===== config.mk =====
export PLATFORM = sky130hd
export DESIGN_NAME = bus_cdc_tx
export DESIGN_NICKNAME = d
export VERILOG_FILES = /design/src/rtl/bus_cdc_pkg.sv /design/src/rtl/bus_cdc_tx_ack_sync.sv /design/src/rtl/bus_cdc_tx.sv
export SDC_FILE = /design/constraint.sdc
export NUM_CORES = 1
export LEC_CHECK = 0
export ABC_AREA = 1
export BUFFER_PORTS_ARGS = -buffer_cell sky130_fd_sc_hd__buf_2
export CORE_MARGIN = 3
export CORE_UTILIZATION = 44
export CTS_BUF_LIST = sky130_fd_sc_hd__clkbuf_8 sky130_fd_sc_hd__clkbuf_16
export CTS_CLUSTER_SIZE = 16
export DETAILED_ROUTE_END_ITERATION = 10
export PLACE_DENSITY = 0.76
export SLEW_MARGIN = 20
export SYNTH_ARGS = -nofsm -noshare
export SYNTH_HDL_FRONTEND = slang
export SYNTH_SLANG_ARGS = --single-unit
export TNS_END_PERCENT = 1

===== constraint.sdc =====
create_clock -name clk_i -period 1.2 [get_ports clk_i]
set_clock_uncertainty 0.05 [all_clocks]
set_input_delay 0.12 -clock clk_i [delete_from_list [all_inputs] [get_ports clk_i]]
set_output_delay 0.12 -clock clk_i [all_outputs]
set_load 0.1 [all_outputs]

===== src/rtl/bus_cdc_pkg.sv =====
// Shared types and defaults for the toggle-handshake bus CDC.
// Holds the source FSM state enum and counter-width helper.
package bus_cdc_pkg;

   typedef enum logic [1:0] {
      ST_INIT,
      ST_IDLE,
      ST_WAIT_ACK
   } state_e;

   localparam int unsigned BUS_WIDTH_DEF  = 8;
   localparam int unsigned NUM_STAGES_DEF = 2;
   localparam int unsigned TIMEOUT_DEF    = 255;

   function automatic int unsigned cnt_width(input int unsigned limit);
      return $clog2(limit + 1);
   endfunction

endpackage


===== src/rtl/bus_cdc_tx_ack_sync.sv =====
// Flop-chain synchronizer bringing RX_ACK into the source clock.
// Depth is NUM_STAGES; all stages reset to 0.
module ack_sync #(
   parameter int unsigned NUM_STAGES = 2
) (
   input  logic clk_i,
   input  logic rst_ni,
   input  logic async_i,
   output logic ack_s_o
);

   logic [NUM_STAGES-1:0] sync_q;

   always_ff @(posedge clk_i or negedge rst_ni) begin
      if (!rst_ni) begin
         sync_q <= '0;
      end else begin
         sync_q <= {sync_q[NUM_STAGES-2:0], async_i};
      end
   end

   assign ack_s_o = sync_q[NUM_STAGES-1];

endmodule


===== src/rtl/bus_cdc_tx.sv =====
// Source half of the toggle-handshake bus CDC (valid/ready in, req/ack out).
// Optional sticky ack-timeout flag enabled by BUS_CDC_TX_TIMEOUT_EN.
module bus_cdc_tx
   import bus_cdc_pkg::*;
#(
   parameter int unsigned BUS_WIDTH  = BUS_WIDTH_DEF,
   parameter int unsigned NUM_STAGES = NUM_STAGES_DEF,
   parameter int unsigned TIMEOUT    = TIMEOUT_DEF
) (
   input  logic                 clk_i,
   input  logic                 rst_ni,
   input  logic [BUS_WIDTH-1:0] in_data_i,
   input  logic                 in_valid_i,
   output logic                 in_ready_o,
   output logic [BUS_WIDTH-1:0] tx_data_o,
   output logic                 tx_req_o,
   input  logic                 rx_ack_i,
   output logic                 busy_o,
   output logic                 err_o
);

   state_e               state_q, state_d;
   logic [BUS_WIDTH-1:0] data_q, data_d;
   logic                 req_q, req_d;
   logic                 ready_q, ready_d;
   logic                 busy_q, busy_d;
   logic                 ack_s;
   logic                 accept;

   // Illegal parameter sets elaborate this empty marker block
   if (NUM_STAGES < 2 || TIMEOUT < 1) begin : g_illegal_params
   end

   ack_sync #(
      .NUM_STAGES (NUM_STAGES)
   ) u_ack_sync (
      .clk_i   (clk_i),
      .rst_ni  (rst_ni),
      .async_i (rx_ack_i),
      .ack_s_o (ack_s)
   );

   assign accept = (state_q == ST_IDLE) && in_valid_i && ready_q;

   always_comb begin
      state_d = state_q;
      data_d  = data_q;
      req_d   = req_q;
      ready_d = ready_q;
      busy_d  = busy_q;
      unique case (state_q)
         ST_INIT: begin
            state_d = ST_IDLE;
            ready_d = 1'b1;
         end
         ST_IDLE: begin
            if (accept) begin
               state_d = ST_WAIT_ACK;
               data_d  = in_data_i;
               req_d   = ~req_q;
               ready_d = 1'b0;
               busy_d  = 1'b1;
            end
         end
         ST_WAIT_ACK: begin
            if (ack_s == req_q) begin
               state_d = ST_IDLE;
               ready_d = 1'b1;
               busy_d  = 1'b0;
            end
         end
         default: begin
            state_d = ST_INIT;
            ready_d = 1'b0;
            busy_d  = 1'b0;
         end
      endcase
   end

   always_ff @(posedge clk_i or negedge rst_ni) begin
      if (!rst_ni) begin
         state_q <= ST_INIT;
         data_q  <= '0;
         req_q   <= 1'b0;
         ready_q <= 1'b0;
         busy_q  <= 1'b0;
      end else begin
         state_q <= state_d;
         data_q  <= data_d;
         req_q   <= req_d;
         ready_q <= ready_d;
         busy_q  <= busy_d;
      end
   end

   assign in_ready_o = ready_q;
   assign tx_data_o  = data_q;
   assign tx_req_o   = req_q;
   assign busy_o     = busy_q;

`ifdef BUS_CDC_TX_TIMEOUT_EN
   localparam int unsigned CW = cnt_width(TIMEOUT);

   logic [CW-1:0] cnt_q, cnt_d;
   logic          err_q, err_d;

   // Saturating wait counter; the handshake itself is never aborted
   always_comb begin
      cnt_d = cnt_q;
      err_d = err_q;
      if (accept) begin
         cnt_d = '0;
      end else if (state_q == ST_WAIT_ACK && cnt_q != CW'(TIMEOUT)) begin
         cnt_d = cnt_q + CW'(1);
      end
      if (cnt_d == CW'(TIMEOUT)) begin
         err_d = 1'b1;
      end
   end

   always_ff @(posedge clk_i or negedge rst_ni) begin
      if (!rst_ni) begin
         cnt_q <= '0;
         err_q <= 1'b0;
      end else begin
         cnt_q <= cnt_d;
         err_q <= err_d;
      end
   end

   assign err_o = err_q;
`else
   assign err_o = 1'b0;
`endif

endmodule


; ---- After elaboration in Yosys (flattened, before gate mapping)
; Index checks and enable logic that the tools add are counted.
; W data, S select, Z words.
[totals]
reg_bits = 15
out_inout_bits = 12
wordCells = 28
[classes]
eq_ne = 5
mux = 9
bitwise_logic = 2
reduce_logical = 6
[ops]
columns = operator, n
row1 = $pmux W1 S3, 2
row2 = $pmux W2 S3, 1
row3 = $mux W1, 4
row4 = $mux W2, 2
row5 = $ne A2 B2 Y1 const B, 2
row6 = $reduce_and A2 Y1, 2
row7 = $reduce_and A3 Y1, 1
row8 = $eq A2 B1 Y1 const B, 1
row9 = $eq A2 B2 Y1 const B, 1
row10 = $logic_and A1 B1 Y1, 2
row11 = $logic_not A2 Y1, 1
row12 = $not A1 Y1, 2
row13 = $eq A1 B1 Y1, 1

; ---- Longest topological paths before layout
; Gate-level depths: netlist of the first run.
[logic_depth]
word_depth = 5
mapped_depth = 6
depth_no_buf = 6

; ---- Modules after synthesis
; A second synthesis of the first run with hierarchy kept.
[hier_totals]
cells_unflattened = 60
area_unflattened_um2 = 569.3
[by_module_without_submodules]
columns = mod, instances, cells_per_inst, area_each_um2, seq_area_each_um2
row1 = bus_cdc_tx, 1, 58, 519.2, 300.3
row2 = ack_sync, 1, 2, 50.0, 50.0

; ---- Worst setup path before layout of the first run
; Ideal clock, no wire load.
[synth_timing]
kind = register -> register
startpoint = register state_q[0]
endpoint = register data_q[0] (netlist: tx_data_o[0])
setup_ns = 0.074
t_arrival_ns = 1.481
required_time_ns = 1.076
path_slack_ns = -0.405
path_stages_with_launch = 4
cell_sequence = dfrtp_1 nand3_4 buf_6 o21ai_2
[synth_between]
elab_chain_len = 4
[synth_lines]
columns = item, line_no
row1 = start: declaration, bus_cdc_tx.sv:22  ; state_e state_q, state_d;
row2 = start signal: assignment, bus_cdc_tx.sv:88  ; state_q <= state_d;
row3 = $eq A2 B1 Y1 *, "bus_cdc_tx.sv:43, bus_cdc_tx.sv:51"
row4 = $logic_and A1 B1 Y1 (2 in a row), bus_cdc_tx.sv:43  ; assign accept = (state_q == ST_IDLE) && in_valid_i && ready_q;
row5 = $reduce_and A2 Y1 (no line) *, n/a
row6 = end signal: assignment, bus_cdc_tx.sv:89  ; data_q <= data_d;
row7 = end: declaration, bus_cdc_tx.sv:23  ; logic [BUS_WIDTH-1:0] data_q, data_d;
; Every way passes the cells marked *; elsewhere a longest branch is shown, timed or not.
; A chain may end at the register's enable or synchronous reset.

; ---- Worst setup path in the final report of the first run
[layout_timing]
startpoint = register state_q[1]
endpoint = register req_q (netlist: tx_req_o)
[layout_between]
elab_chain_len = 4
[layout_lines]
columns = item, line_no
row1 = $eq A2 B1 Y1 *, "bus_cdc_tx.sv:43, bus_cdc_tx.sv:51"
row2 = $logic_and A1 B1 Y1 (2 in a row), bus_cdc_tx.sv:43
row3 = $reduce_and A2 Y1 (no line) *, n/a
row4 = end signal: assignment, bus_cdc_tx.sv:90  ; req_q <= req_d;
row5 = end: declaration, bus_cdc_tx.sv:24  ; logic req_q, req_d;
; Marks and branches as above.

==> results of run 1 <==
-- path summary, 6_finish.rpt --
kind	startpoint	to	cells past startpoint
setup / recovery	state_q[1]	tx_req_o	3
hold / removal	in_data_i[2]	tx_data_o[2]	3
setup reg to reg	state_q[1]	tx_req_o	3
hold reg to reg	u_ack_sync.sync_q[0]	u_ack_sync.sync_q[1]	0
max in group asynchronous	rst_ni	state_q[0]	2
min in group asynchronous	rst_ni	tx_data_o[4]	2
-- sequential cells by signal, indices dropped and copies added, names as in the netlist --
register,flops
busy_o,1
state_q,2
tx_data_o,8
tx_req_o,1
u_ack_sync.sync_q,2
-- placed cells by master, fill, tap and decap left out, types with 2 or more instances in the layout --
master | Yosys | routed
nand2_1 | 16 | 16
dfrtp_1 | 14 | 12
inv_1 | 11 | 11
buf_2 | 0 | 11
buf_12 | 0 | 11
o21ai_2 | 8 | 8
clkbuf_8 | 0 | 3
dlygate4sd3_1 | 0 | 2
dfrtp_4 | 0 | 2
-- per-layer routing --
layer / up-vias / wire [um] / global-route usage
met5: - / 0 / 0
met4: 0 / 17 / 0.0745
met3: 4 / 69 / 0.0386
met2: 16 / 606 / 0.225
met1: 191 / 439 / 0.164
li1: 223 / - / -
-- through the flow --
| stage | util | worst slack [ns] | cell area, um^2 | setup TNS [ns] | hold slack (ns) |
|---|---|---|---|---|---|
| 6_report | 0.787 | 0.0776 | 933 | 0 | 0.0680 |
| 3_5_place_dp | 0.735 | 0.0840 | 872 | 0 | -0.0243 |
| 4_1_cts | 0.787 | 0.0750 | 933 | 0 | 0.0707 |
| 5_1_grt | 0.787 | 0.0148 | 933 | 0 | 0.0753 |
| 3_3_place_gp | 0.735 | 0.136 | 872 | 0 | -0.0277 |
| 2_1_floorplan | - | -0.0400 | 598 | -0.320 | -0.226 |
-- critical path, delay by kind of cell, from the launching register on --
kind	cells	cell delay [ns]
XOR/XNOR	1	0.22
flip-flops	1	0.36
AND/OR/NAND/NOR	1	0.23
buffers and inverters	1	0.12
-- cell type report --
class / count / share of cell area
Sequential cell: 14 / 0.383
Timing Repair Buffer: 24 / 0.316
Multi-Input combinational cell: 31 / 0.193
Clock buffer: 3 / 0.0442
Inverter: 11 / 0.0442
Tap cell: 14 / 0.0188
-- cell families after synthesis --
logic type | after synthesis | synth area share
DFF | 14 | 0.593
other | 1 | 0.00635
buffers and inverters | 13 | 0.102
and+or+nand+nor | 20 | 0.157
xor gates and xnor gates | 1 | 0.0148
AOI/OAI and AO/OA | 9 | 0.127
==> summary.txt, run 1 <==
STA
  • Slew Viols, Final: 0
  • Final critical-path share of the clock period: 0.935
  • RSZ-0062 raised after global routing: false
  • Hold Vio Cnt, Final: 0
  • F_max: 891 MHz
  • Final Setup Violations: 0
  • Crit path time final: 1.12 ns

Detailed routing
  • DRT Pass-1 Iters: 4
  • Drt wl/cell: 11.7 um
  • DR vias: 434
  • Drt via density: 4.47
  • Final antenna-violating net count: 0
  • DRC Markers: 0
  • Initial DRC count: 3
  • WL final: 1.13 mm

Status
  • Status: complete, no violations

Setup path
  • Crit path arrival time: 1.18 ns
  • Kind of start point of the critical path: flip-flop
  • Max stage delay on crit path: 0.36 ns
  • Crit-path cells: inv_1, nand3_4, xor2_1
  • Slowest cell on crit path: dfrtp_1
  • Setup slack, reg-to-reg: 0.08 ns
  • CP Max Fanout: 19
  • Data required time of the worst path: 1.26 ns
  • WS Path Type: reg2reg
  • Setup crit end kind: flip-flop

GRT
  • GR Overflow Total: 0
  • First-pass GRT wire length: 1.81 mm
  • Initial antenna violation count: 0
  • Number of global-route vias before repair: 418
  • Largest net degree at the start of global routing: 20
  • Gr usage total: 0.139

Yosys
  • Synthesis-stage register bit count: 14
  • Seq/Total Area, Yosys: 0.593
  • Post-synth EDFFs: 0
  • Synth Instances: 58
  • Post-Syn Nets: 70
  • Syn_area_per_cell: 10.2 um^2
  • Ys async rst share: 1.00
  • Synth warn: 0
  • Synth area leaders: dfrtp_1 59%, o21ai_2 12%, nand2_1 10%
  • Synth area leader: dfrtp_1
  • Synth top cells by count: 16 x nand2_1, 14 x dfrtp_1, 11 x inv_1
  • Share of the synthesized area in the top cell type: 0.593
  • Post-synth top flop: dfrtp_1
  • Synth Cell Area: 591 um^2
  • Count leader, synth: nand2_1
  • Unique masters post-synth: 13

Finish
  • Layout net count: 97
  • Area used by multi-input combinational logic: 180 um^2
  • Reg area: 358 um^2
  • # fillers: 68
  • Final cell count without fillers: 97
  • Ant. Diodes: 0
  • Proportion of layout cells with a drive suffix above 1: 0.434
  • Area growth, synth to finish: 58.1%

Clocking
  • Resized Gates After CTS: 0
  • TritonCTS clock tree: built
  • CTS sink count: 14
  • Post-CTS setup buffers: 0
  • Worst skew pair latency: 0.24 ns
  • Root Driver: clkbuf_8
  • Clk slew on worst S/H paths: 0.05 ns
  • H-Tree Depth: 1
  • Post-CTS Hold Fix Bufs: 2
  • CTS Buffer Depth: 2
  • CTS Buf Count: 3

Placed design
  • Placed cell count: 92
  • GPL Wtd Cong: 0.687
  • # port buffers: 22
  • Detailed-placement wirelength estimate: 894 um

Flow run
  • Max Cap Violations: 0

Floorplan
  • Core area: 1190 um^2
  • Die X: 42.6 um
  • Height of the die: 42.6 um
  • Row Count: 12
  • Initial core utilization: 0.498
  • I/O pin total: 24
  • Die ar.: 1820 um^2

Hold path
  • Hold/Removal Path Class: in2reg
Power of run 1 is not shown: default switching activity piles up to over one toggle a cycle in this logic, so the estimate is an artifact.
==> inputs of run 2 (changes only) <==
HOLD_SLACK_MARGIN = 0.08   (was not set)
REMOVE_ABC_BUFFERS = 1   (was not set)
==> run 2 against run 1 <==
Compared with the run above:
- global-route usage is 1.6 points higher
- count of clock-buffer cells in the layout is the same
- critical endpoint is now in_ready_o
- via count rose by 6.9%
- register-to-register slack about the same
- flip-flop and latch count did not move
- utilization up 1.9 points
- highest routed layer unchanged
- hold slack better by 0.014 ns
- non-clock buffer count increased by 3
- cell count increased by 3.1%
==> summary.txt, run 2 (synthesis gave the netlist of run 1 again) <==
Status
  • Status: complete, no violations

Floorplan
  • I/O pin total: 24
  • Row Count: 12
  • Die X: 42.6 um
  • Height of the die: 42.6 um
  • Die ar.: 1820 um^2
  • Initial core utilization: 0.498
  • Core area: 1190 um^2

Detailed routing
  • DR vias: 464
  • Drt via density: 4.64
  • DRC Markers: 0
  • WL final: 1.22 mm
  • DRT Pass-1 Iters: 3
  • Initial DRC count: 4
  • Final antenna-violating net count: 0
  • Drt wl/cell: 12.2 um

Finish
  • Most frequent cells in the layout: 15 x nand2_1, 14 x dfrtp_1, 11 x inv_1, 11 x buf_2, 11 x buf_12
  • Ant. Diodes: 0
  • Layout net count: 100
  • Largest register FFs: 8
  • Most common cell after layout, fill and taps aside: nand2_1
  • Area growth, synth to finish: 61.9%
  • Proportion of layout cells with a drive suffix above 1: 0.419

Placed design
  • GPL Wtd Cong: 0.668
  • Detailed-placement wirelength estimate: 828 um
  • # port buffers: 22
  • DP Worst Slack: 0.101 ns

Clocking
  • H-Tree Depth: 1
  • TritonCTS clock tree: built
  • CTS sink count: 14
  • Clk slew on worst S/H paths: 0.05 ns
  • Worst skew pair latency: 0.24 ns
  • CTS Buf Count: 3
  • CTS Buffer Depth: 2
  • Root Driver: clkbuf_8

Hold path
  • Hold/Removal Path Class: in2reg

Setup path
  • RR Startpoint: state_q[1]
  • CP Launch Point: state_q[0]
  • Data required time of the worst path: 1.03 ns
  • FF-to-FF path depth: 4
  • Setup crit end kind: output pin
  • Critical R2R Capture: tx_data_o[6]
  • Kind of start point of the critical path: flip-flop
  • CP Max Fanout: 4
  • CP endpoint: in_ready_o
  • WS Path Type: reg2out
  • Crit path arrival time: 0.98 ns
  • Setup slack, reg-to-reg: 0.08 ns

GRT
  • Largest net degree at the start of global routing: 20
  • Initial antenna violation count: 0
  • GR Overflow Total: 0
  • Number of global-route vias before repair: 483
  • Gr usage total: 0.155
  • First-pass GRT wire length: 2.04 mm

STA
  • Final Setup Violations: 0
  • Crit path time final: 1.15 ns
  • Setup TNS Final: 0 ns
  • F_max: 871 MHz
  • Hold Vio Cnt, Final: 0
  • Min setup slack post-route: 0.0513 ns
  • Hold slack: 0.0825 ns
  • Slew Viols, Final: 0
  • Final critical-path share of the clock period: 0.957

Flow run
  • Max Cap Violations: 0
==> run 2: changes by cell type in the layout (fill, tap and decap cells not counted) <==
cell           before  now
nand2_1            16   15
dfrtp_4             2    0
buf_4               0    1
nand2_2             0    1
dlygate4sd3_1       2    4
dfrtp_1            12   14
==> run 2: worst max-delay path: stages, from the launching register on <==
cell and delay, ns:
dfrtp_1 0.41, buf_4 0.17, buf_12 0.16
==> run 2: what timing repair did <==
action	in CTS	in global routing
endpoints found under the setup margin	0	1
resized for setup	0	1
buffers inserted	0	0
hold buffers	4	0
endpoints found under the hold margin	17	0
==> run 2: through the flow <==
step	util	cell area (um^2)	cells
floorplan	-	572	56
global placement	0.735	872	93
detailed placement	0.735	872	93
CTS	0.804	953	100
global route	0.806	956	100
finish	0.806	956	100
==> run 2: area by class of cell <==
type                    instances  area [um^2]
flip-flops and latches         14          350
multi-input cells              31          183
repair buffers                 27          323
fillers                        74          230
inverters                      11         41.3
well taps                      14         17.5
clock buffers                   3         41.3
==> run 2: how the worst min path moves through the flow <==
stage | end | depth (start not counted) | slack, ns | startpoint
final | tx_data_o[2] | 3 | 0.08 | in_data_i[2]
after CTS | tx_data_o[4] | 3 | 0.08 | in_data_i[4]
after global placement | state_q[0] | 1 | -0.02 | rst_ni
after floorplan | busy_o | 0 | -0.23 | rst_ni
after detailed placement | state_q[0] | 1 | -0.02 | rst_ni
after global routing | tx_data_o[0] | 3 | 0.08 | in_data_i[0]
==> run 2: metal layers <==
layer / vias up / global-route usage / wire (um)
met5: - / 0 / 0
met4: 0 / 0.0745 / 17
met3: 4 / 0.0558 / 83
met2: 17 / 0.246 / 614
met1: 216 / 0.182 / 500
li1: 227 / - / -
Power of run 2 is left out for the same reason.
